[config.mk]
export PLATFORM = sky130hd
export DESIGN_NAME = crc_frame_engine_flat
export DESIGN_NICKNAME = d
export VERILOG_FILES = /design/src/rtl/crc_pkg.sv /design/src/rtl/crc_frame_engine_if.sv /design/src/rtl/crc_frame_engine_beat_update.sv /design/src/rtl/crc_frame_engine.sv /design/src/flat_wrapper.sv
export SDC_FILE = /design/constraint.sdc
export NUM_CORES = 1
export LEC_CHECK = 0
export ABC_AREA = 1
export CAP_MARGIN = 20
export CORE_ASPECT_RATIO = 1.5
export CORE_MARGIN = 4
export CORE_UTILIZATION = 35
export DETAILED_ROUTE_END_ITERATION = 10
export PLACE_DENSITY_LB_ADDON = 0.12
export SLEW_MARGIN = 15
export SYNTH_ARGS = -nofsm -noshare
export SYNTH_HDL_FRONTEND = slang
export SYNTH_SLANG_ARGS = --single-unit
[constraint.sdc]
create_clock -name clk -period 2.6 [get_ports clk]
set_input_delay 0.65 -clock clk [delete_from_list [all_inputs] [get_ports clk]]
set_output_delay 0.65 -clock clk [all_outputs]
set_load 0.1 [all_outputs]
[src/rtl/crc_pkg.sv]
// Shared types and helpers for the framed CRC engine: FSM states, bit reflection,
// the per-bit non-augmented CRC update and the IN_NBITS width helper.
package crc_pkg;

    localparam int unsigned MAX_W = 64;

    typedef enum logic [1:0] {
        IDLE = 2'd0,
        RUN  = 2'd1,
        HOLD = 2'd2
    } state_t;

    function automatic int unsigned nbits_w(input int unsigned data_w);
        return $clog2(data_w + 1);
    endfunction

    // Reverse the low n bits of v; bits at and above n come back as zero.
    function automatic logic [MAX_W-1:0] reflect_n(input logic [MAX_W-1:0] v,
                                                   input int unsigned     n);
        logic [MAX_W-1:0] r;
        logic [MAX_W-1:0] s;
        r = '0;
        s = v;
        for (int unsigned i = 0; i < MAX_W; i++) begin
            if (i < n) begin
                r = {r[MAX_W-2:0], s[0]};
                s = s >> 1;
            end
        end
        return r;
    endfunction

    // One message bit into an n-bit remainder.
    function automatic logic [MAX_W-1:0] crc_bit_step(input logic [MAX_W-1:0] crc,
                                                      input logic             b,
                                                      input logic [MAX_W-1:0] poly,
                                                      input int unsigned      n);
        logic [MAX_W-1:0] mask;
        logic             fb;
        mask = (n >= MAX_W) ? '1 : ((MAX_W'(1) << n) - MAX_W'(1));
        fb   = (|(crc & (MAX_W'(1) << (n - 1)))) ^ b;
        return ((crc << 1) ^ (fb ? poly : '0)) & mask;
    endfunction

endpackage

[src/rtl/crc_frame_engine_if.sv]
// Beat-input and result-output handshake bundle of crc_frame_engine.
// crc_match exists only when CRC_CHECK_EN is defined.
interface crc_frame_engine_if #(
    parameter int unsigned N_POLY = 8,
    parameter int unsigned DATA_W = 8
);
    localparam int unsigned NB_W = crc_pkg::nbits_w(DATA_W);

    logic              in_valid;
    logic              in_ready;
    logic [DATA_W-1:0] in_data;
    logic              in_first;
    logic              in_last;
    logic [NB_W-1:0]   in_nbits;
    logic              crc_valid;
    logic              crc_ready;
    logic [N_POLY-1:0] crc_out;
    logic              frame_err;
`ifdef CRC_CHECK_EN
    logic              crc_match;

    modport master (output in_valid, in_data, in_first, in_last, in_nbits, crc_ready,
                    input  in_ready, crc_valid, crc_out, frame_err, crc_match);
    modport slave  (input  in_valid, in_data, in_first, in_last, in_nbits, crc_ready,
                    output in_ready, crc_valid, crc_out, frame_err, crc_match);
`else
    modport master (output in_valid, in_data, in_first, in_last, in_nbits, crc_ready,
                    input  in_ready, crc_valid, crc_out, frame_err);
    modport slave  (input  in_valid, in_data, in_first, in_last, in_nbits, crc_ready,
                    output in_ready, crc_valid, crc_out, frame_err);
`endif
endinterface

[src/rtl/crc_frame_engine_beat_update.sv]
// crc_beat_update: combinational DATA_W-bit unrolled CRC update with LAST-beat bit
// masking (IN_NBITS from the MSB end) and optional per-byte LSB-first feeding.
module crc_beat_update
    import crc_pkg::*;
#(
    parameter int unsigned     N_POLY     = 8,
    parameter logic [N_POLY-1:0] POLY     = N_POLY'('h07),
    parameter int unsigned     DATA_W     = 8,
    parameter bit              REFLECT_IN = 1'b0,
    parameter int unsigned     NB_W       = nbits_w(DATA_W)
) (
    input  logic [N_POLY-1:0] crc_in,
    input  logic [DATA_W-1:0] data,
    input  logic [NB_W-1:0]   nbits,
    input  logic              last,
    output logic [N_POLY-1:0] crc_next_c
);

    logic [DATA_W-1:0] d_ord;
    logic [DATA_W-1:0] sh;
    logic [N_POLY-1:0] c_n;
    int unsigned       cnt;

    // Reorder each byte lane so that its first-transmitted bit sits at the lane MSB.
    if (REFLECT_IN && DATA_W >= 8) begin : g_refl
        for (genvar l = 0; l < int'(DATA_W / 8); l++) begin : g_lane
            assign d_ord[DATA_W-1-8*l -: 8] =
                8'(reflect_n(MAX_W'(data[DATA_W-1-8*l -: 8]), 8));
        end
        if (DATA_W % 8 != 0) begin : g_tail
            assign d_ord[DATA_W%8-1:0] = data[DATA_W%8-1:0];
        end
    end else begin : g_plain
        assign d_ord = data;
    end

    always_comb begin
        cnt = DATA_W;
        if (last) begin
            cnt = (32'(nbits) > DATA_W) ? DATA_W : 32'(nbits);
            if (REFLECT_IN) begin
                cnt = (cnt / 8) * 8;
            end
        end
    end

    always_comb begin
        c_n = crc_in;
        sh  = d_ord;
        for (int unsigned i = 0; i < DATA_W; i++) begin
            if (i < cnt) begin
                c_n = N_POLY'(crc_bit_step(MAX_W'(c_n), sh[DATA_W-1], MAX_W'(POLY), N_POLY));
            end
            sh = sh << 1;
        end
        crc_next_c = c_n;
    end

endmodule

[src/rtl/crc_frame_engine.sv]
// Framed multi-bit-per-beat CRC engine: FIRST/LAST delimited frames, seed, reflection,
// final XOR, result held until accepted. Define CRC_CHECK_EN to add the residue comparator.
module crc_frame_engine
    import crc_pkg::*;
#(
    parameter int unsigned       N_POLY      = 8,
    parameter logic [N_POLY-1:0] POLY        = N_POLY'('h07),
    parameter int unsigned       DATA_W      = 8,
    parameter logic [N_POLY-1:0] SEED        = '0,
    parameter logic [N_POLY-1:0] XOR_OUT     = '0,
    parameter bit                REFLECT_IN  = 1'b0,
    parameter bit                REFLECT_OUT = 1'b0,
    parameter logic [N_POLY-1:0] RESIDUE     = '0
) (
    input  logic               clk,
    input  logic               rst,
    crc_frame_engine_if.slave  bus
);

    localparam int unsigned NB_W = nbits_w(DATA_W);

    state_t            state_q, state_d;
    logic [N_POLY-1:0] rem_q, rem_d;
    logic [N_POLY-1:0] beat_base;
    logic [N_POLY-1:0] beat_next_c;
    logic [N_POLY-1:0] refl_c;
    logic [N_POLY-1:0] finish_c;
    logic [N_POLY-1:0] crc_out_q;
    logic              in_ready_q;
    logic              crc_valid_q;
    logic              frame_err_q;
    logic              err_d;
    logic              load_result;
    logic              accept;

    assign accept    = bus.in_valid & in_ready_q;
    assign beat_base = bus.in_first ? SEED : rem_q;

    crc_beat_update #(
        .N_POLY     (N_POLY),
        .POLY       (POLY),
        .DATA_W     (DATA_W),
        .REFLECT_IN (REFLECT_IN),
        .NB_W       (NB_W)
    ) u_beat (
        .crc_in     (beat_base),
        .data       (bus.in_data),
        .nbits      (bus.in_nbits),
        .last       (bus.in_last),
        .crc_next_c (beat_next_c)
    );

    // Next state, next remainder and framing-error detection.
    always_comb begin
        state_d     = state_q;
        rem_d       = rem_q;
        err_d       = 1'b0;
        load_result = 1'b0;
        case (state_q)
            IDLE: begin
                if (accept) begin
                    if (bus.in_first) begin
                        rem_d = beat_next_c;
                        if (bus.in_last) begin
                            state_d     = HOLD;
                            load_result = 1'b1;
                        end else begin
                            state_d = RUN;
                        end
                    end else begin
                        err_d = 1'b1;
                    end
                end
            end
            RUN: begin
                if (accept) begin
                    rem_d = beat_next_c;
                    err_d = bus.in_first;
                    if (bus.in_last) begin
                        state_d     = HOLD;
                        load_result = 1'b1;
                    end
                end
            end
            HOLD: begin
                if (crc_valid_q && bus.crc_ready) begin
                    state_d = IDLE;
                end
            end
            default: state_d = IDLE;
        endcase
    end

    // Output finishing: optional reflection, then XOR_OUT.
    always_comb begin
        refl_c   = REFLECT_OUT ? N_POLY'(reflect_n(MAX_W'(rem_d), N_POLY)) : rem_d;
        finish_c = refl_c ^ XOR_OUT;
    end

    always_ff @(posedge clk or posedge rst) begin
        if (rst) begin
            state_q     <= IDLE;
            rem_q       <= SEED;
            in_ready_q  <= 1'b1;
            crc_valid_q <= 1'b0;
            crc_out_q   <= '0;
            frame_err_q <= 1'b0;
        end else begin
            state_q     <= state_d;
            rem_q       <= rem_d;
            in_ready_q  <= (state_d != HOLD);
            crc_valid_q <= (state_d == HOLD);
            frame_err_q <= err_d;
            if (load_result) begin
                crc_out_q <= finish_c;
            end
        end
    end

    assign bus.in_ready  = in_ready_q;
    assign bus.crc_valid = crc_valid_q;
    assign bus.crc_out   = crc_out_q;
    assign bus.frame_err = frame_err_q;

`ifdef CRC_CHECK_EN
    logic match_q;

    // Raw remainder against the good-frame residue, captured with the result.
    always_ff @(posedge clk or posedge rst) begin
        if (rst) begin
            match_q <= 1'b0;
        end else if (load_result) begin
            match_q <= (rem_d == RESIDUE);
        end
    end

    assign bus.crc_match = match_q;
`endif

endmodule

[src/flat_wrapper.sv]
// flat-port wrapper written by rule: the top's interface ports become plain ports
module crc_frame_engine_flat import crc_pkg::*;
#(
    parameter int unsigned       N_POLY      = 8,
    parameter logic [N_POLY-1:0] POLY        = N_POLY'('h07),
    parameter int unsigned       DATA_W      = 8,
    parameter logic [N_POLY-1:0] SEED        = '0,
    parameter logic [N_POLY-1:0] XOR_OUT     = '0,
    parameter bit                REFLECT_IN  = 1'b0,
    parameter bit                REFLECT_OUT = 1'b0,
    parameter logic [N_POLY-1:0] RESIDUE     = '0
)
  (clk, rst, bus_in_valid, bus_in_data, bus_in_first, bus_in_last, bus_in_nbits, bus_crc_ready, bus_in_ready, bus_crc_valid, bus_crc_out, bus_frame_err);
  crc_frame_engine_if #(.N_POLY(N_POLY), .DATA_W(DATA_W)) bus_i ();
  input  logic clk;
  input  logic rst;
  input wire logic [$bits(bus_i.in_valid)-1:0] bus_in_valid;
  input wire logic [$bits(bus_i.in_data)-1:0] bus_in_data;
  input wire logic [$bits(bus_i.in_first)-1:0] bus_in_first;
  input wire logic [$bits(bus_i.in_last)-1:0] bus_in_last;
  input wire logic [$bits(bus_i.in_nbits)-1:0] bus_in_nbits;
  input wire logic [$bits(bus_i.crc_ready)-1:0] bus_crc_ready;
  output wire logic [$bits(bus_i.in_ready)-1:0] bus_in_ready;
  output wire logic [$bits(bus_i.crc_valid)-1:0] bus_crc_valid;
  output wire logic [$bits(bus_i.crc_out)-1:0] bus_crc_out;
  output wire logic [$bits(bus_i.frame_err)-1:0] bus_frame_err;
  assign bus_i.in_valid = bus_in_valid;
  assign bus_i.in_data = bus_in_data;
  assign bus_i.in_first = bus_in_first;
  assign bus_i.in_last = bus_in_last;
  assign bus_i.in_nbits = bus_in_nbits;
  assign bus_i.crc_ready = bus_crc_ready;
  assign bus_in_ready = bus_i.in_ready;
  assign bus_crc_valid = bus_i.crc_valid;
  assign bus_crc_out = bus_i.crc_out;
  assign bus_frame_err = bus_i.frame_err;
  crc_frame_engine #(.N_POLY(N_POLY), .POLY(POLY), .DATA_W(DATA_W), .SEED(SEED), .XOR_OUT(XOR_OUT), .REFLECT_IN(REFLECT_IN), .REFLECT_OUT(REFLECT_OUT), .RESIDUE(RESIDUE)) u_core (.clk(clk), .rst(rst), .bus(bus_i));
endmodule
Word-level counts from Yosys, hierarchy flattened:

Cells that the tools add are included.

* logic and storage cells: 77
* output and inout bits: 11
* register bits after elaboration: 21

* order comparisons: 9
* bitwise logic cells: 17
* eq/ne operators: 4
* muxes and demuxes: 39
* reductions and logical operators: 2

Operator list (count)
* $mux 8: 12
* $xor 8x3->8: 5
* $lt 1x32->1 const A: 1
* $mux 3: 8
* $xor 8x8->8: 3
* $lt 3x4->1 const A: 4
* $pmux 8 s2: 1
* $mux 2: 6
* $lt 2x4->1 const A: 2
* $mux 4: 2
* $xor 1x1->1: 8
* $mux 1: 7
* $pmux 2 s3: 1
* $eq 2x2->1 const B: 2
* $gt 4x4->1 const B: 1
* $lt 1x4->1 const A: 1
* $pmux 1 s2: 2
* $eq 2x1->1 const B: 1
* $logic_not 2->1: 1
* $ne 2x2->1 const B: 1
* $and 1x1->1: 1
* $logic_and 1x1->1: 1

Longest topological paths before layout:

* depth after elaboration: 36
* gate-level depth with buffers: 28
* mapped depth without buffers: 27

Modules after synthesis:

From an unflattened synthesis, not the netlist that was laid out.

* cells, all modules: 497
* area, all modules: 2821.5 um^2

Modules (own cells, without submodules)
* crc_beat_update: cells each 359, times used 1, sequential area each 0.0 um^2, area each 1778.0 um^2
* crc_frame_engine: cells each 138, times used 1, sequential area each 526.8 um^2, area each 1043.5 um^2

Worst setup path before layout:

Ideal clock, no wire load.

* path type: input port to flip-flop
* from: in bus_in_nbits[0]
* to: reg u_core.crc_out_q[2] (netlist: u_core.bus.crc_out[2])
* data arrival time: 2505 ps
* stages: 21
* slack: -24 ps
* setup time: 118 ps
* buffers on the path: 1
* path through: clkbuf_2 inv_1 nand4_4 o21ai_2 inv_2 nand2_1 nand3_1 nand2_1 nand2_1 nand2_1 nand2_1 nand2_2 nand3_2 nand2_1 nand2_1 nand2_1 nand2_1 a21oi_2 nand3_1 o21ai_1 inv_2

* word-level cells in the longest chain between the ends: 26

RTL lines
* start, declared: RTL line flat_wrapper.sv:21 `input wire logic [$bits(bus_i.in_nbits)-1:0] bus_in_nbits;`
* $gt 4x4->1: RTL line crc_frame_engine_beat_update.sv:40 `cnt = (32'(nbits) > DATA_W) ? DATA_W : 32'(nbits);`
* $mux 4 *: RTL line crc_frame_engine_beat_update.sv:40
* $mux 4 *: RTL line crc_frame_engine_beat_update.sv:39 `if (last) begin`
* $lt 1x32->1: RTL line crc_frame_engine_beat_update.sv:51 `if (i < cnt) begin`
* $mux 8: RTL line crc_frame_engine_beat_update.sv:51
* $xor 1x1->1: RTL line crc_pkg.sv:41 `fb = (|(crc & (MAX_W'(1) << (n - 1)))) ^ b;`
* $mux 3: RTL line crc_pkg.sv:42 `return ((crc << 1) ^ (fb ? poly : '0)) & mask;`
* $xor 8x3->8: RTL line crc_pkg.sv:42
* [10 not listed]
* $mux 8: RTL line crc_frame_engine_beat_update.sv:51
* $xor 1x1->1: RTL line crc_pkg.sv:41
* $mux 3: RTL line crc_pkg.sv:42
* $xor 8x8->8: RTL line crc_pkg.sv:42
* $mux 8 *: RTL line crc_frame_engine_beat_update.sv:51
* $mux 8: RTL line crc_frame_engine.sv:62 `if (bus.in_first) begin`
* $mux 8: RTL line crc_frame_engine.sv:61 `if (accept) begin`
* $pmux 8 s2 *: RTL line crc_frame_engine.sv:59 `case (state_q)`
* end signal, assigned: RTL line crc_frame_engine.sv:115 `crc_out_q <= finish_c;`
* end, declared: RTL line crc_frame_engine.sv:28 `logic [N_POLY-1:0] crc_out_q;`

Every way passes the cells marked *; elsewhere a longest branch is shown, timed or not.
A chain may end at the register's enable or synchronous reset.

Worst setup path after layout:

* from: in bus_in_nbits[3]
* to: reg u_core.crc_out_q[3] (netlist: u_core.bus.crc_out[3])

* word-level cells in the longest chain between the ends: 24

RTL lines
* $gt 4x4->1: RTL line crc_frame_engine_beat_update.sv:40
* $mux 4 *: RTL line crc_frame_engine_beat_update.sv:40
* $mux 4 *: RTL line crc_frame_engine_beat_update.sv:39
* $lt 1x32->1: RTL line crc_frame_engine_beat_update.sv:51
* $mux 8: RTL line crc_frame_engine_beat_update.sv:51
* $xor 8x3->8: RTL line crc_pkg.sv:42
* $mux 8: RTL line crc_frame_engine_beat_update.sv:51
* $xor 8x3->8: RTL line crc_pkg.sv:42
* [9 not listed]
* $xor 8x8->8: RTL line crc_pkg.sv:42
* $mux 8: RTL line crc_frame_engine_beat_update.sv:51
* $xor 8x8->8: RTL line crc_pkg.sv:42
* $mux 8 *: RTL line crc_frame_engine_beat_update.sv:51
* $mux 8: RTL line crc_frame_engine.sv:62
* $mux 8: RTL line crc_frame_engine.sv:61
* $pmux 8 s2 *: RTL line crc_frame_engine.sv:59
* via u_core.finish_c[3]: RTL line crc_frame_engine.sv:27 `logic [N_POLY-1:0] finish_c;`

Mark *: on every way through the listed nets, which the timed path passes. The rest lies on a longest branch.

==> impl_metrics.ini <==
[global_routing]
grt_pass1_vias = 3281
grt_max_degree = 22
grt_use_total_pct = 20.4
grt_antenna_before_repair = 0
grt_first_pass_wirelength_um = 14700
overflow = 0

[run_status]
outcome = complete, but fails checks
violations = setup timing

[job]
cap_violations = 0

[setup_path]
critical_path_class = input port to register
crit_slowest_cell = nor2_8
crit_family = simple AND/OR/NAND/NOR gates
critPathRequiredTime_ps = 2750
end_kind = register
worstPathMaxFanout = 7
critPathBufInv = 5
critPathMaxStageDelay_ps = 160
cp_data_arrival_time_ps = 2950
cp-start-kind = input port
worstPathCellList = buf_8 -> inv_6 -> nand2_8 -> nor2_8 -> buf_12 -> nand2_8 -> buf_12 -> nand3_4 -> nand3_4 -> nand3_4 -> nand3_4 -> nand3_2 -> nand2_4 -> buf_6 -> o21ai_4 -> nand2_2 -> nand2_2 -> nand2_2 -> nand3_4 -> nand2_2 -> nand2_2 -> nand3_2 -> nand2_1 -> nand2_1

[place]
dp_slack_ps = -941
dpl.hpwl_um = 6860
dp_cells = 606
io_buffers = 28
place_congestion = 0.885

[finish]
fillers = 601
syn2layout_area_growth_pct = 77.6
final_util_pct = 64.8
final_common_cell = buf_4
drive_above_1_share_pct = 55.0
final_cell_count_no_fill = 633
layout_common_cells = 90 x buf_4, 81 x nand2_1, 52 x nand2_2
n_antenna_cell = 0
nets = 555

[pwr]
switching_share_pct = 56.7
p_sw_mw = 2.01
internal_power_mw = 1.54
max-vdd-ir-drop_uv = 878
seqPwrFrac_pct = 16.8
powerDensity_mw_per_mm2 = 783
p_comb_share_pct = 77.3
power.leakage_nw = 2.17
clkPwrFrac_pct = 5.9

[detailed_routing]
vias = 3258
route.detailed.drc = 0
drt-total-wl_um = 9110
ant_nets = 0
avgRoutedWirePerCell_um = 14.4
dr.pass1.iters = 4
drt_iter0_drc = 80
vias_per_cell = 5.15

[timing]
relSlewSlack_pct = 75.2
rsz0062_at_grt = true
fin_hold_ws_ps = 489
setup_violations = 14
finClkSkew_ps = 2.81
final.period_utilization_pct = 108
max_freq_mhz = 358
hold_violations = 0
min_period_ps = 2800
setup_ws_ps = -197
worstMarginPinSlew_ps = 372
final_max_slew_viol_count = 0

[hold_path]
min_path_type = register to register

[die]
num_rows = 37
start_util_pct = 36.5
core_mm2 = 0.00699
die-width_um = 77.7
num_io_pins = 29
die_area_mm2 = 0.00875
die_h_um = 113

[logic_synthesis]
synth_top_cell_by_area = nand2_1
synth_warnings = 0
netlist_instances = 421
synth-seq-area-share_pct = 20.6
synthArstFlopShare_pct = 100
yosys_most_used_dff = dfrtp_1
ys_types = 36
syn_area_mm2 = 0.00255
synth-seq-cells = 21
avgSynthCellArea_um2 = 6.06
ys_top_cells_by_area = nand2_1 21%, dfrtp_1 20%, nand3_1 15%, nand3_2 7.8%, inv_1 7.1%
synth_top_area_share_pct = 20.7
syn_nets = 439
synth_edf_count = 0

[clocking]
clk_latency_ps = 260
clockRootBuffer = clkbuf_8
cts_tree = done
cts_buffers = 3
clock_path_buffers = 2
clkTransAtPathRegs_ps = 70
clkSinkCount = 21
cts-htree-levels = 1
cts_hold_buf = 0
## layout make-up
| class | instances | area, um^2 | area share (%) |
|---|---|---|---|
| Timing Repair Buffer | 118 | 1010 | 22.3 |
| Clock buffer | 4 | 45.0 | 0.994 |
| Inverter | 61 | 270 | 5.96 |
| Tap cell | 97 | 121 | 2.68 |
| Sequential cell | 21 | 527 | 11.6 |
| Multi-Input combinational cell | 332 | 2560 | 56.5 |
## flip-flops by register name (all words and copies together) (netlist names)
name and cells:
u_core.bus.crc_out 8, u_core.rem_q 8, u_core.state_q 2, u_core.bus.crc_valid 1, u_core.bus.frame_err 1, u_core.bus.in_ready 1
## per-stage QoR
stage               power [mW]  area [um^2]  TNS (ps)
finish                    3.55         4530     -1490
global route              3.81         4530     -4160
CTS                       3.31         4110      -819
detailed placement        2.79         3420    -12230
global placement          2.77         3420    -11990
floorplan                 2.12         2570         0
## repair_timing
| item | in CTS | in global routing |
|---|---|---|
| gates resized for setup | 144 | 88 |
| pin swaps | 50 | 63 |
| setup buffers | 14 | 8 |
| endpoints found under the setup margin | 16 | 16 |
| gates cloned | 1 | 0 |
## final timing paths
path	cells past startpoint	endpoint	slack [ps]	from
min reg2reg	2	u_core.bus.crc_out[3]	490	u_core.bus.crc_out[3]
min in group asynchronous	3	u_core.bus.crc_out[2]	720	rst
min	2	u_core.bus.crc_out[3]	490	u_core.bus.crc_out[3]
max in group asynchronous	3	u_core.bus.in_ready	1610	rst
max	24	u_core.bus.crc_out[3]	-200	bus_in_nbits[3]
max reg2reg	23	u_core.bus.crc_out[3]	60	u_core.rem_q[7]
## tightest hold or removal path: cells and delay by family (launching register included)
kind / cells / cell delay [ps]
simple gates: 2 / 100
flops: 1 / 350
## power groups by stage
| stage | registers [mW] | logic [mW] | clock network [mW] |
|---|---|---|---|
| 2_1_floorplan | 1.14 | 0.986 | 0 |
| 3_3_place_gp | 0.582 | 2.19 | 0 |
| 3_5_place_dp | 0.582 | 2.20 | 0 |
| 4_1_cts | 0.598 | 2.50 | 0.216 |
| 5_1_grt | 0.615 | 2.96 | 0.234 |
| 6_report | 0.595 | 2.74 | 0.210 |
## per-layer routing
metal	global-route usage, %	routed length, um
met5	0	0
met4	10.5	452
met3	1.61	235
met2	40.4	5130
met1	20.5	3300
## logic make-up (layout without fill, tap and decap cells)
logic type             Yosys count  after routing  share of synthesized area (%)
AND/OR/NAND/NOR                283            284                           55.7
buffers and inverters           69            183                           11.4
AO/OA/AOI/OAI                   46             46                           11.6
flip-flops                      21             21                           20.6
XOR/XNOR                         1              1                          0.343
multiplexers                     1              1                          0.392
## cells in the mapped netlist, drive strengths merged (2+ instances only)
library cell,count
a21oi,6
nor2,22
o2111ai,2
nand2,155
o21ai,23
inv,61
nand3,99
buf,7
a21boi,2
o211ai,7
nand4,3
a22oi,3
dfrtp,20
or2,2
Power figures use the tool's default switching activity.
